`src/rtl/spi_mmio_pkg.sv`:
```
// Shared definitions for the SPI-to-MMIO bridge: FSM states and field geometry.
package spi_mmio_pkg;

  localparam int unsigned RD_BIT      = 7;
  localparam int unsigned ADDR_W      = 7;
  localparam int unsigned SYNC_STAGES = 2;

  typedef enum logic [1:0] {
    IDLE = 2'd0,
    CMD  = 2'd1,
    DATA = 2'd2
  } state_t;

endpackage

```
`src/rtl/sync_2ff.sv`:
```
// Flop-chain synchronizer for one asynchronous input bit, with a selectable reset level.
module sync_2ff
  import spi_mmio_pkg::*;
#(
  parameter logic RST_VAL = 1'b0
) (
  input  logic clk,
  input  logic rst_n,
  input  logic d,
  output logic q
);

  logic [SYNC_STAGES-1:0] ff;

  always_ff @(posedge clk or negedge rst_n) begin
    if (!rst_n) ff <= {SYNC_STAGES{RST_VAL}};
    else        ff <= {ff[SYNC_STAGES-2:0], d};
  end

  assign q = ff[SYNC_STAGES-1];

endmodule

```
`src/rtl/spi_mmio_bridge.sv`:
```
// SPI mode-0 slave translating command/data frames into single-cycle MMIO read/write strobes.
module spi_mmio_bridge
  import spi_mmio_pkg::*;
(
  input  logic       clk,
  input  logic       rst_n,
  input  logic       spi_sclk,
  input  logic       spi_cs_n,
  input  logic       spi_mosi,
  output logic       spi_miso,
  output logic       cs,
  output logic       rd,
  output logic       wr,
  output logic [7:0] addr,
  output logic [7:0] wdata,
  input  logic [7:0] rdata
);

  state_t state, state_nxt;

  logic sclk_s, cs_n_s, mosi_s;
  logic sclk_d, cs_n_d;
  logic [SYNC_STAGES-1:0] settle;
  logic armed;
  logic [2:0] bit_cnt;
  logic [7:0] rx_sr, tx_sr, rx_byte;
  logic [ADDR_W-1:0] addr7;
  logic rd_mode;
  logic active, sclk_rise, sclk_fall, cs_fall, byte_done;
  logic rd_set, wr_set;

  sync_2ff #(.RST_VAL(1'b0)) u_sync_sclk (.clk(clk), .rst_n(rst_n), .d(spi_sclk), .q(sclk_s));
  sync_2ff #(.RST_VAL(1'b1)) u_sync_cs_n (.clk(clk), .rst_n(rst_n), .d(spi_cs_n), .q(cs_n_s));
  sync_2ff #(.RST_VAL(1'b0)) u_sync_mosi (.clk(clk), .rst_n(rst_n), .d(spi_mosi), .q(mosi_s));

  always_comb begin
    active    = (state != IDLE) && !cs_n_s;
    sclk_rise = active && sclk_s && !sclk_d;
    sclk_fall = active && !sclk_s && sclk_d;
    cs_fall   = armed && cs_n_d && !cs_n_s;
    rx_byte   = {rx_sr[6:0], mosi_s};
    byte_done = sclk_rise && (bit_cnt == 3'd7);
  end

  always_ff @(posedge clk or negedge rst_n) begin
    if (!rst_n) state <= IDLE;
    else        state <= state_nxt;
  end

  always_comb begin
    state_nxt = state;
    unique case (state)
      IDLE:    if (cs_fall) state_nxt = CMD;
      CMD:     if (cs_n_s) state_nxt = IDLE;
               else if (byte_done) state_nxt = DATA;
      DATA:    if (cs_n_s) state_nxt = IDLE;
      default: state_nxt = IDLE;
    endcase
  end

  always_comb begin
    rd_set   = byte_done && ((state == CMD) ? rx_byte[RD_BIT] : rd_mode);
    wr_set   = byte_done && (state == DATA) && !rd_mode;
    spi_miso = (state == IDLE) ? 1'b0 : tx_sr[7];
  end

  assign addr = {1'b0, addr7};

  always_ff @(posedge clk or negedge rst_n) begin
    if (!rst_n) begin
      sclk_d  <= 1'b0;
      cs_n_d  <= 1'b1;
      settle  <= '0;
      armed   <= 1'b0;
      bit_cnt <= '0;
      rx_sr   <= '0;
      tx_sr   <= '0;
      addr7   <= '0;
      rd_mode <= 1'b0;
      wdata   <= '0;
      cs      <= 1'b0;
      rd      <= 1'b0;
      wr      <= 1'b0;
    end else begin
      sclk_d <= sclk_s;
      cs_n_d <= cs_n_s;
      // A frame only starts once cs_n has been seen high on settled synchronizer outputs,
      // so a frame already running when reset is released is never picked up mid-way.
      settle <= {settle[SYNC_STAGES-2:0], 1'b1};
      if (settle[SYNC_STAGES-1] && cs_n_s) armed <= 1'b1;

      rd <= rd_set;
      wr <= wr_set;
      cs <= rd_set | wr_set;

      if (!active) begin
        bit_cnt <= '0;
        rx_sr   <= '0;
        tx_sr   <= '0;
      end else begin
        if (sclk_rise) begin
          rx_sr   <= rx_byte;
          bit_cnt <= bit_cnt + 3'd1;
        end
        // The fall that ends a byte (count wrapped to 0) keeps the freshly loaded tx[7].
        if (rd) tx_sr <= rdata;
        else if (sclk_fall && (bit_cnt != 3'd0)) tx_sr <= {tx_sr[6:0], 1'b0};
      end

      if (byte_done) begin
        if (state == CMD) begin
          addr7   <= rx_byte[ADDR_W-1:0];
          rd_mode <= rx_byte[RD_BIT];
        end else if (rd_mode) begin
          addr7 <= addr7 + 7'd1;
        end else begin
          wdata <= rx_byte;
        end
      end
      if (wr) addr7 <= addr7 + 7'd1;
    end
  end

endmodule
```
`config.mk`:
```
export PLATFORM = sky130hd
export DESIGN_NAME = spi_mmio_bridge
export DESIGN_NICKNAME = d
export VERILOG_FILES = /design/src/rtl/spi_mmio_pkg.sv /design/src/rtl/sync_2ff.sv /design/src/rtl/spi_mmio_bridge.sv
export SDC_FILE = /design/constraint.sdc
export NUM_CORES = 1
export LEC_CHECK = 0
export CAP_MARGIN = 5
export CORE_ASPECT_RATIO = 0.75
export CORE_MARGIN = 2
export CORE_UTILIZATION = 53
export CTS_CLUSTER_SIZE = 8
export DETAILED_ROUTE_END_ITERATION = 10
export PLACE_DENSITY_LB_ADDON = 0.1
export SYNTH_ARGS = -nofsm -noshare
export SYNTH_HDL_FRONTEND = slang
export SYNTH_SLANG_ARGS = --single-unit
```
`constraint.sdc`:
```
create_clock -name clk -period 2.6 [get_ports clk]
set_clock_uncertainty 0.2 [all_clocks]
set_input_delay 0.39 -clock clk [delete_from_list [all_inputs] [get_ports clk]]
set_output_delay 0.39 -clock clk [all_outputs]
set_load 0.05 [all_outputs]
```
After elaboration in Yosys (flattened, before gate mapping)
Cells that the tools add are included.
- register bits: 50
- input port bits: 13
- output and inout bits: 20
- word-level logic and storage cells: 73
- add/sub/neg operators: 2
- equality and inequality tests: 8
- mux-type cells: 18
- bitwise operators: 3
- reduce and logical (&&, ||, !) cells: 25
- operators with widths (operator ; count):
    2-to-1 mux 7 bit ; 6
    2-to-1 mux 8 bit ; 3
    logical AND 1 bit ; 13
    2-to-1 mux 2 bit ; 4
    adder 7 x 1 -> 7 bit, second input constant ; 1
    2-to-1 mux 3 bit ; 2
    inequality test 3 x 2 -> 1 bit, second input constant ; 2
    one-hot mux 2 bit (3 select lines) ; 1
    AND reduction 3 bit ; 2
    nonzero test 3 bit ; 2
    zero test 1 bit ; 4
    inequality test 2 x 1 -> 1 bit, second input constant ; 2
    nonzero test 2 bit ; 2
    adder 3 x 1 -> 3 bit, second input constant ; 1
    equality test 3 bit, second input constant ; 1
    equality test 2 x 1 -> 1 bit, second input constant ; 1
    equality test 2 bit, second input constant ; 1
    zero test 2 bit ; 1
    2-to-1 mux 1 bit ; 2
    inequality test 2 bit, second input constant ; 1
    inverter 1 bit ; 2
    AND reduction 2 bit ; 1
    OR 1 bit ; 1

Longest topological paths before layout
- depth in word-level cells: 8
- gate-level depth with buffers: 7
- mapped depth without buffers: 6

By module
A second synthesis with hierarchy kept.
- cell total of the unflattened synthesis: 201
- area total of the unflattened synthesis: 2215.9 um2
- by module, submodules not included (module ; instances ; cells each ; area each (um2) ; sequential area each (um2)):
    spi_mmio_bridge ; 1 ; 195 ; 2063.2 ; 1102.3
    sync_2ff at u_sync_mosi ... ; 2 ; 2 ; 50.0 ; 50.0
    sync_2ff at u_sync_cs_n ; 1 ; 2 ; 52.6 ; 52.6

Worst setup path before layout
OpenSTA, ideal clock, no wires.
- kind: register -> register
- start: register addr7[0]
- end: register addr7[6]
- setup time: 0.121 ns
- data arrival time: 1.720 ns
- data required time: 2.279 ns
- path slack: 0.559 ns
- stages on the path, launching flop included: 6
- buffers on the path: 0
- period minus slack after synthesis: 2.041 ns
- path through: dfrtp_1 ha_1 nand4_1 or2_2 o22a_1 o22a_1
- longest elaborated chain between the ends: 5
- ends and longest elaborated chain (element ; line ; source):
    from (decl) ; spi_mmio_bridge.sv:27 ; logic [ADDR_W-1:0] addr7;
    from (signal assigned) ; spi_mmio_bridge.sv:112 ; addr7 <= rx_byte[ADDR_W-1:0];
    from (signal assigned) ; spi_mmio_bridge.sv:115 ; addr7 <= addr7 + 7'd1;
    from (signal assigned) ; spi_mmio_bridge.sv:120 ; if (wr) addr7 <= addr7 + 7'd1;
    adder 7 x 1 -> 7 bit (*) ; spi_mmio_bridge.sv:115, spi_mmio_bridge.sv:120 ;
    2-to-1 mux 7 bit ; spi_mmio_bridge.sv:114 ; end else if (rd_mode) begin
    2-to-1 mux 7 bit ; spi_mmio_bridge.sv:111 ; if (state == CMD) begin
    2-to-1 mux 7 bit ; spi_mmio_bridge.sv:110 ; if (byte_done) begin
    2-to-1 mux 7 bit (*) ; spi_mmio_bridge.sv:120 ;
Mark *: on every way between the ends. The rest lies on a longest branch, timed or not. The select of a mux whose other input is x is not followed.
A chain may end at the register's enable or synchronous reset.

Worst setup path after layout
- start: register state[1]
- end: output spi_miso
- longest elaborated chain between the ends: 2
- ends and longest elaborated chain (element ; line ; source):
    from (decl) ; spi_mmio_bridge.sv:19 ; state_t state, state_nxt;
    from (signal assigned) ; spi_mmio_bridge.sv:47 ; else state <= state_nxt;
    zero test 2 bit ; spi_mmio_bridge.sv:64 ; spi_miso = (state == IDLE) ? 1'b0 : tx_sr[7];
    2-to-1 mux 1 bit ; spi_mmio_bridge.sv:64 ;
    to (decl) ; spi_mmio_bridge.sv:10 ; output logic spi_miso,
Every way passes these cells.

==> run metrics <==
status finished clean; CP Data Required Time 2.01 ns; crit path launch type register; CP max stage delay 0.81 ns; deepest clock path buffer count 2; clock-pin slew on the worst setup and hold paths 0.09 ns; worst hold start u_sync_sclk.ff[0]; all-layer global routing usage 0.204; CP max FO 11; CTS tree built; Gate Count Post-Synth 201; worst-margin pin slew 0.692 ns; highest clock rate 0.412 GHz; Final period util 0.934; Worst path top cell family by delay buffers and inverters; PortBufs 31; antenna cells 0; drt wl/cell 14.8 um; ys async rst share 1.00; worst skew pair latency 0.31 ns; CP startpoint state[1]; CTS Buf Count 5; most frequent cells in the layout dfrtp_1 (47), clkdlybuf4s50_1 (30), nand2_1 (29); drt drc 0; Overall Power 1540 uW; CTS root buffer clkbuf_8; Post-DRT Antenna Nets 0; register area share after synthesis 0.567; register bit count reported by yosys 50; Syn Nets 218; slowest stage cell, crit path clkdlybuf4s50_1; Sink Count 50; via count 1591; TNS Setup 0 ns; share of cells above drive strength 1 0.157; HPWL after detailed placement 2.97 mm; Area Growth Syn to Fin 23.0%; Hold Vio Cnt, Final 0; RSZ-0062 raised after global routing no; max-slew violation count 0; Worst VDD drop 362 uV; Worst Path Arrival 1.84 ns; row cnt 20; synth unique cells 40; Core ar. 4030 um^2; worst r2r src bit_cnt[0]; setup violators final 0; drt pass-1 iters 4; Worst setup EP type output port; most common cell after layout, fill and taps aside dfrtp_1; pwr/cell area 568 nW/um^2; post-cts repair resize count 0; GR Overflow Total 0; largest net degree at the start of global routing 51; buffer and inverter count on the worst path 1; number of max-cap violations 0; vias per cell 5.47; dominant cell type by area after synthesis dfrtp_1; DR iter-0 viols 171; initial core utilization 0.549; DRT Wirelength 4.30 mm; global-route wire length before repair 7.18 mm; CP Cell Sequence nor2_2 -> nor2b_1 -> clkdlybuf4s50_1; main flop type after synthesis dfrtp_1; EDFF count, synth 0; initial antenna violation count 0; YS warnings 0; Avg Inst Size Synth 11.0 um^2; synth top area cells dfrtp_1 (53%), mux2_2 (7.6%), nand2_1 (4.9%); area fraction of the dominant cell type after synthesis 0.532; Die H 60.0 um; Tmin final 2.43 ns; Final #Nets 252; chip width 78.6 um; Slew headroom 0.538; routability cong. 0.831; Cell Area, Synth 2210 um^2; kind of critical path reg -> out; number of global-route vias before repair 1471; DIE AREA 4710 um^2; FILL cells 286; hold crit path type reg -> reg; H-tree levels 2; num ports 33; Static Leakage 0.00116 uW
## final timing paths
check | to | slack [ns] | depth (start not counted)
min | u_sync_sclk.ff[1] | 0.15 | 0
min reg2reg | u_sync_sclk.ff[1] | 0.15 | 0
max reg2reg | wdata[4] | 0.50 | 5
max | spi_miso | 0.17 | 3
max in group asynchronous | settle[0] | 1.30 | 3
min in group asynchronous | addr7[3] | 0.50 | 3
## power by group
part / leakage [uW] / internal [uW] / switching [uW]
combinational: 0.000424 / 34.6 / 49.2
clock: 0.0000714 / 410 / 253
sequential: 0.000666 / 789 / 9.42
## stage by stage
stage          cells  instance area, um^2  setup WS, ns   util  hold slack [ns]
2_1_floorplan    201                 2210         0.559      -           -0.106
3_3_place_gp     282                 2570         0.532  0.637            0.134
3_5_place_dp     282                 2570         0.507  0.637            0.136
4_1_cts          291                 2720         0.163  0.675            0.157
5_1_grt          291                 2720        0.0916  0.675            0.160
6_report         291                 2720         0.170  0.675            0.155
## timing repair
action,CTS,global route
endpoints found under the hold margin,47,0
hold buffers,1,0
setup buffers,0,0
## sequential cells by signal, indices dropped and copies added (netlist names)
register        count
wdata               8
u_sync_cs_n.ff      2
settle              2
u_sync_sclk.ff      2
cs_n_d              1
addr7               7
rx_sr               7
cs                  1
wr                  1
state               2
sclk_d              1
u_sync_mosi.ff      2
bit_cnt             3
rd                  1
rd_mode             1
tx_sr               8
armed               1
## cell usage after synthesis, types with 2 or more instances
| cell | n |
|---|---|
| a21o_1 | 2 |
| o22a_1 | 4 |
| buf_4 | 2 |
| nand3_1 | 2 |
| clkbuf_1 | 3 |
| o21ai_0 | 5 |
| nor2b_1 | 5 |
| conb_1 | 2 |
| ha_1 | 4 |
| or2_2 | 2 |
| mux2i_1 | 9 |
| a21oi_1 | 19 |
| nor2_1 | 15 |
| nor3b_1 | 3 |
| dfstp_2 | 3 |
| nand2_1 | 29 |
| mux2_2 | 15 |
| buf_2 | 3 |
| nand3b_1 | 2 |
| a31oi_1 | 2 |
| inv_1 | 5 |
| dfrtp_1 | 47 |
## routing by layer
layer / GRT usage / wire (um) / vias to the layer above
met1: 0.293 / 1930 / 779
met3: 0.0665 / 313 / 6
met2: 0.294 / 2000 / 54
met4: 0.0752 / 51 / 0
met5: 0 / 0 / -
li1: - / - / 752
## logic make-up (layout without fill, tap and decap cells)
kind of cell,Yosys count,in the layout,share of synthesized area
buf+inv,15,50,0.0339
compound gates,37,37,0.0995
simple gates,69,69,0.156
other cells,2,2,0.00339
fa+ha+maj,4,4,0.0226
flops,50,50,0.567
mux,24,24,0.117
## layout make-up
cell class | count | area (um^2) | area share
sequential | 50 | 1250 | 0.461
multi-input combinational | 136 | 882 | 0.324
timing repair buffer | 37 | 353 | 0.130
clock buffer | 6 | 82.6 | 0.0304
tap | 55 | 68.8 | 0.0253
clock inverter | 2 | 60.1 | 0.0221
inverter | 5 | 18.8 | 0.00690
## worst reg2reg max path: cells and delay by family (launching register included)
kind / cells / cell delay (ns)
simple gates: 2 / 0.60
flops: 1 / 0.40
fa+ha+maj: 2 / 0.39
mux: 1 / 0.39
Power figures use the tool's default switching activity.
==> RTL edit 1 (same settings) <==
`SYNC_STAGES`: 2 -> 4.
--- a/src/rtl/spi_mmio_pkg.sv
+++ b/src/rtl/spi_mmio_pkg.sv
@@ -4,5 +4,5 @@
   localparam int unsigned RD_BIT      = 7;
   localparam int unsigned ADDR_W      = 7;
-  localparam int unsigned SYNC_STAGES = 2;
+  localparam int unsigned SYNC_STAGES = 4;
 
   typedef enum logic [1:0] {
Formal check against the unedited RTL: no difference found for any inputs over 10 cycles, from zero or initial values and one cycle with rst_n low; that may be too few to reach the edited logic, so the function may still have changed.
==> RTL edit 1 against the unedited design <==
- combinational power rose by 4.2%
- fmax fell by 1.0%
- total power rose by 24%
- routed wire length fell by 0.98%
- sequential cell count rose by 8
- first-iteration DRC count fell by 35%
- setup slack got worse by 0.025 ns
- cell count rose by 6.2%
- largest power group unchanged
- synthesized area rose by 9.2%
- hold slack got worse by 0.0057 ns
- final area rose by 11%
==> RTL edit 1: results (changes against the unedited design) <==
status completed; top post-synthesis cells by area dfrtp_1 55%, mux2_2 7.0%, dfstp_2 5.4%, nand2_1 4.5%, a21oi_1 3.9%; first-pass GRT wire length 7330 um (+2.2%); # clk buffers 11 (+5); clock sink count 58 (+16%); Final clock-cell share 7.26% (+2.0 points); GP Congestion 0.800 (-3.8%); Post-DP Area 2790 um2 (+8.5%); Worst-path clk slew 0.06 ns (-0.03 ns); fraction of area in non-clock buffers 12.1% (-0.85 points); DRT Wirelength 4260 um (-0.98%); total CTS buffers 9 (+4); register area 1460 um2 (+16%); Seq/Total Area, Yosys 60.4% (+3.6 points); gr usage total 19.6% (-0.89 points); Leakage 1.29 nW (+11%); Max VDD drop 0.589 mV (+63%); Post-DP HPWL 2960 um (-0.55%); dpl ws 0.505 ns (-0.00198 ns); Worst EP arrival 1.86 ns (+0.02 ns); fillcell total 329 (+15%); Detailed Route Iter0 Violations 112 (-35%); number of global-route vias before repair 1609 (+9.4%); Clock Latency Late Sink 0.33 ns (+0.02 ns); Logic pwr share 4.6% (-0.8 points); sw power 396 uW (+27%); Slew @ Worst Pin 0.643 ns (-0.0494 ns); power share of the clock group 46.8% (+3.9 points); largest net degree at the start of global routing 32 (-37%)
RTL edit 1: changes by cell type after synthesis:
cell     unedited run  this run
dfstp_2             3         5
dfrtp_1            47        53
RTL edit 1: stage by stage:
stage               power [mW]  hold slack [ns]  instances  util (%)
finish                    1.92            0.149        309      68.3
global route              2.00            0.159        309      68.3
CTS                       1.93            0.153        309      68.3
detailed placement        1.04            0.136        292      63.1
global placement          1.03            0.132        292      63.1
floorplan                0.991           -0.106        209         -
RTL edit 1: cell families after synthesis:
| family | count (synthesis) | share of synthesized area (%) |
|---|---|---|
| AO/OA/AOI/OAI | 37 | 9.12 |
| flip-flops | 58 | 60.4 |
| multiplexers | 24 | 10.7 |
| adder cells (fa/ha/maj) | 4 | 2.07 |
| buffers and inverters | 15 | 3.11 |
| other | 2 | 0.311 |
| AND/OR/NAND/NOR | 69 | 14.3 |
RTL edit 1: layer usage:
layer  up-vias  GRT usage [%]  part of all wire, %
li1        787              -                    -
met1       800           26.4                   46
met2        46           28.5                   46
met3         7           9.10                  6.0
met4         0           5.63                  1.9
met5         -              0                    0
RTL edit 1: worst paths after layout:
path	cells past startpoint	slack, ns	to
min reg2reg	0	0.15	settle[1]
max in group asynchronous	3	1.14	u_sync_cs_n.ff[0]
max reg2reg	5	0.51	wdata[4]
min	0	0.15	settle[1]
min in group asynchronous	2	0.41	addr7[0]
max	3	0.15	spi_miso
RTL edit 1: worst register-to-register path: stages (launching register included):
cell and delay (ns):
dfrtp_1 0.39, ha_1 0.21, ha_1 0.18, and4bb_2 0.25, nand3b_1 0.35, mux2_2 0.39
==> RTL edit 2 (same settings) <==
Made on the original files. Reset style: synchronous (`rst_n`), changed in 3 clocked blocks. Comments in the files are not updated.
--- a/src/rtl/sync_2ff.sv
+++ b/src/rtl/sync_2ff.sv
@@ -13,5 +13,5 @@
   logic [SYNC_STAGES-1:0] ff;
 
-  always_ff @(posedge clk or negedge rst_n) begin
+  always_ff @(posedge clk) begin
     if (!rst_n) ff <= {SYNC_STAGES{RST_VAL}};
     else        ff <= {ff[SYNC_STAGES-2:0], d};
--- a/src/rtl/spi_mmio_bridge.sv
+++ b/src/rtl/spi_mmio_bridge.sv
@@ -43,5 +43,5 @@
   end
 
-  always_ff @(posedge clk or negedge rst_n) begin
+  always_ff @(posedge clk) begin
     if (!rst_n) state <= IDLE;
     else        state <= state_nxt;
@@ -67,5 +67,5 @@
   assign addr = {1'b0, addr7};
 
-  always_ff @(posedge clk or negedge rst_n) begin
+  always_ff @(posedge clk) begin
     if (!rst_n) begin
       sclk_d  <= 1'b0;
Formal check against the unedited RTL: no difference found for any inputs over 10 cycles, from zero or initial values and one cycle with rst_n low; that may be too few to reach the edited logic, so the function may still have changed.
==> RTL edit 2 against the unedited design <==
- sequential share of layout area is 6.3 points lower
- global-route usage is 0.91 points lower
- routed wire length is 5.0% lower
- sequential cell count stayed put
- final area is 7.7% lower
- synthesized area is 6.8% lower
- setup slack worse by 0.013 ns
- first-iteration DRC count is 54% lower
- critical path depth is 1 lower
- register-to-register slack worse by 0.05 ns
- fmax is 0.54% lower
Power is not compared: it rests on default switching activity, and its combinational part moved more than twofold at a synthesized area within 25%.
==> RTL edit 2: results (changes against the unedited design) <==
drt wl/cell 13.7 um (-6.9%); status completed; fillcell total 289 (+1.0%); internal power ~1.1 mW; number of global-route vias before repair 1431 (-2.7%); DRT Wirelength 4080 um (-5.0%); CP Max Fanout 13 (+2); path type of the worst min-delay path reg2reg; syn nets 231 (+6.0%); Worst path slowest cell clkdlybuf4s50_1; Seq/Total Area, Yosys 48.5% (-8.2 points); number of port buffers 31 (unchanged); antenna fix cells 0 (unchanged); Post-DP HPWL 2970 um (about the same); dpl ws 0.441 ns (-0.0660 ns); Post-Syn Instances 214 (+6.5%); TritonRoute pass-1 iters 4 (unchanged); first-pass GRT wire length 6750 um (-6.0%); Post-CTS Resized 0 (unchanged); post-synthesis mux area share 13.4% (+1.7 points); Layout Nets 261 (+3.6%); gr usage total 19.5% (-0.91 points); # H-tree levels 2 (unchanged); top post-synthesis cells by area dfxtp_1 49%, mux2i_1 12%, nor2_1 5.6%, a21oi_1 3.6%, a211oi_1 2.5%; Detailed Route Iter0 Violations 79 (-54%); Crit path largest cell delay 0.79 ns (-0.02 ns); GP Congestion 0.805 (-3.2%); fraction of layout instances using a drive strength above 1 7.35% (-8.3 points); Post-DP Area 2400 um2 (-6.3%); Worst-path clk slew 0.08 ns; XOR/XNOR Fraction of Synth Area 0.425% (+0.42 points); DR vias/cell 5.37 (-1.8%); Critical Path Start state[1]; largest net degree at the start of global routing 19 (-63%); library cells used by synthesis 42 (+5.0%); post-synthesis compound-gate area fraction 12.2% (+2.2 points); Slew HR 61.0% (+7.2 points); main flop type after synthesis dfxtp_1; Leakage 0.901 nW; area share of fa/ha/maj cells after synthesis 2.43% (+0.16 points); RR Startpoint bit_cnt[0]; Pwr Total roughly 1.3 mW; antenna viol nets, final 0 (unchanged); initial antenna violation count 0 (unchanged); ys async rst share 0% (-100 points); most instantiated cells after synthesis 50 x dfxtp_1, 31 x nor2_1, 25 x mux2i_1, 15 x a21oi_1, 10 x nand2_1; HP Start u_sync_cs_n.ff[0]; Worst EP arrival 1.85 ns; Placed Cells incl. Taps 289 (+2.5%)
==> RTL edit 2: worst register-to-register path, stage by stage (launching register included) <==
cell and delay [ns]:
dfxtp_1 0.39, ha_1 0.17, ha_1 0.15, and4bb_2 0.34, nand3b_1 0.41, mux2i_1 0.31, nor2_1 0.07
==> RTL edit 2: final cells by class <==
class,count,area share (%)
clock buffer,7,3.04
inverter,5,0.747
sequential,50,39.9
multi-input combinational,147,39.0
tap,52,2.59
timing repair buffer,35,13.6
clock inverter,1,1.20
==> RTL edit 2: worst paths after layout <==
kind	cells past startpoint	to	slack, ns
max reg2reg	6	wdata[4]	0.45
max	2	spi_miso	0.16
min	1	u_sync_cs_n.ff[1]	0.21
min reg2reg	1	u_sync_cs_n.ff[1]	0.21
==> RTL edit 2: metal layers <==
metal	track usage, %	vias up	share of wire, %
li1	-	804	-
met1	28.1	746	51
met2	29.0	42	44
met3	6.39	3	4.6
met4	4.42	0	0.66
met5	0	-	0
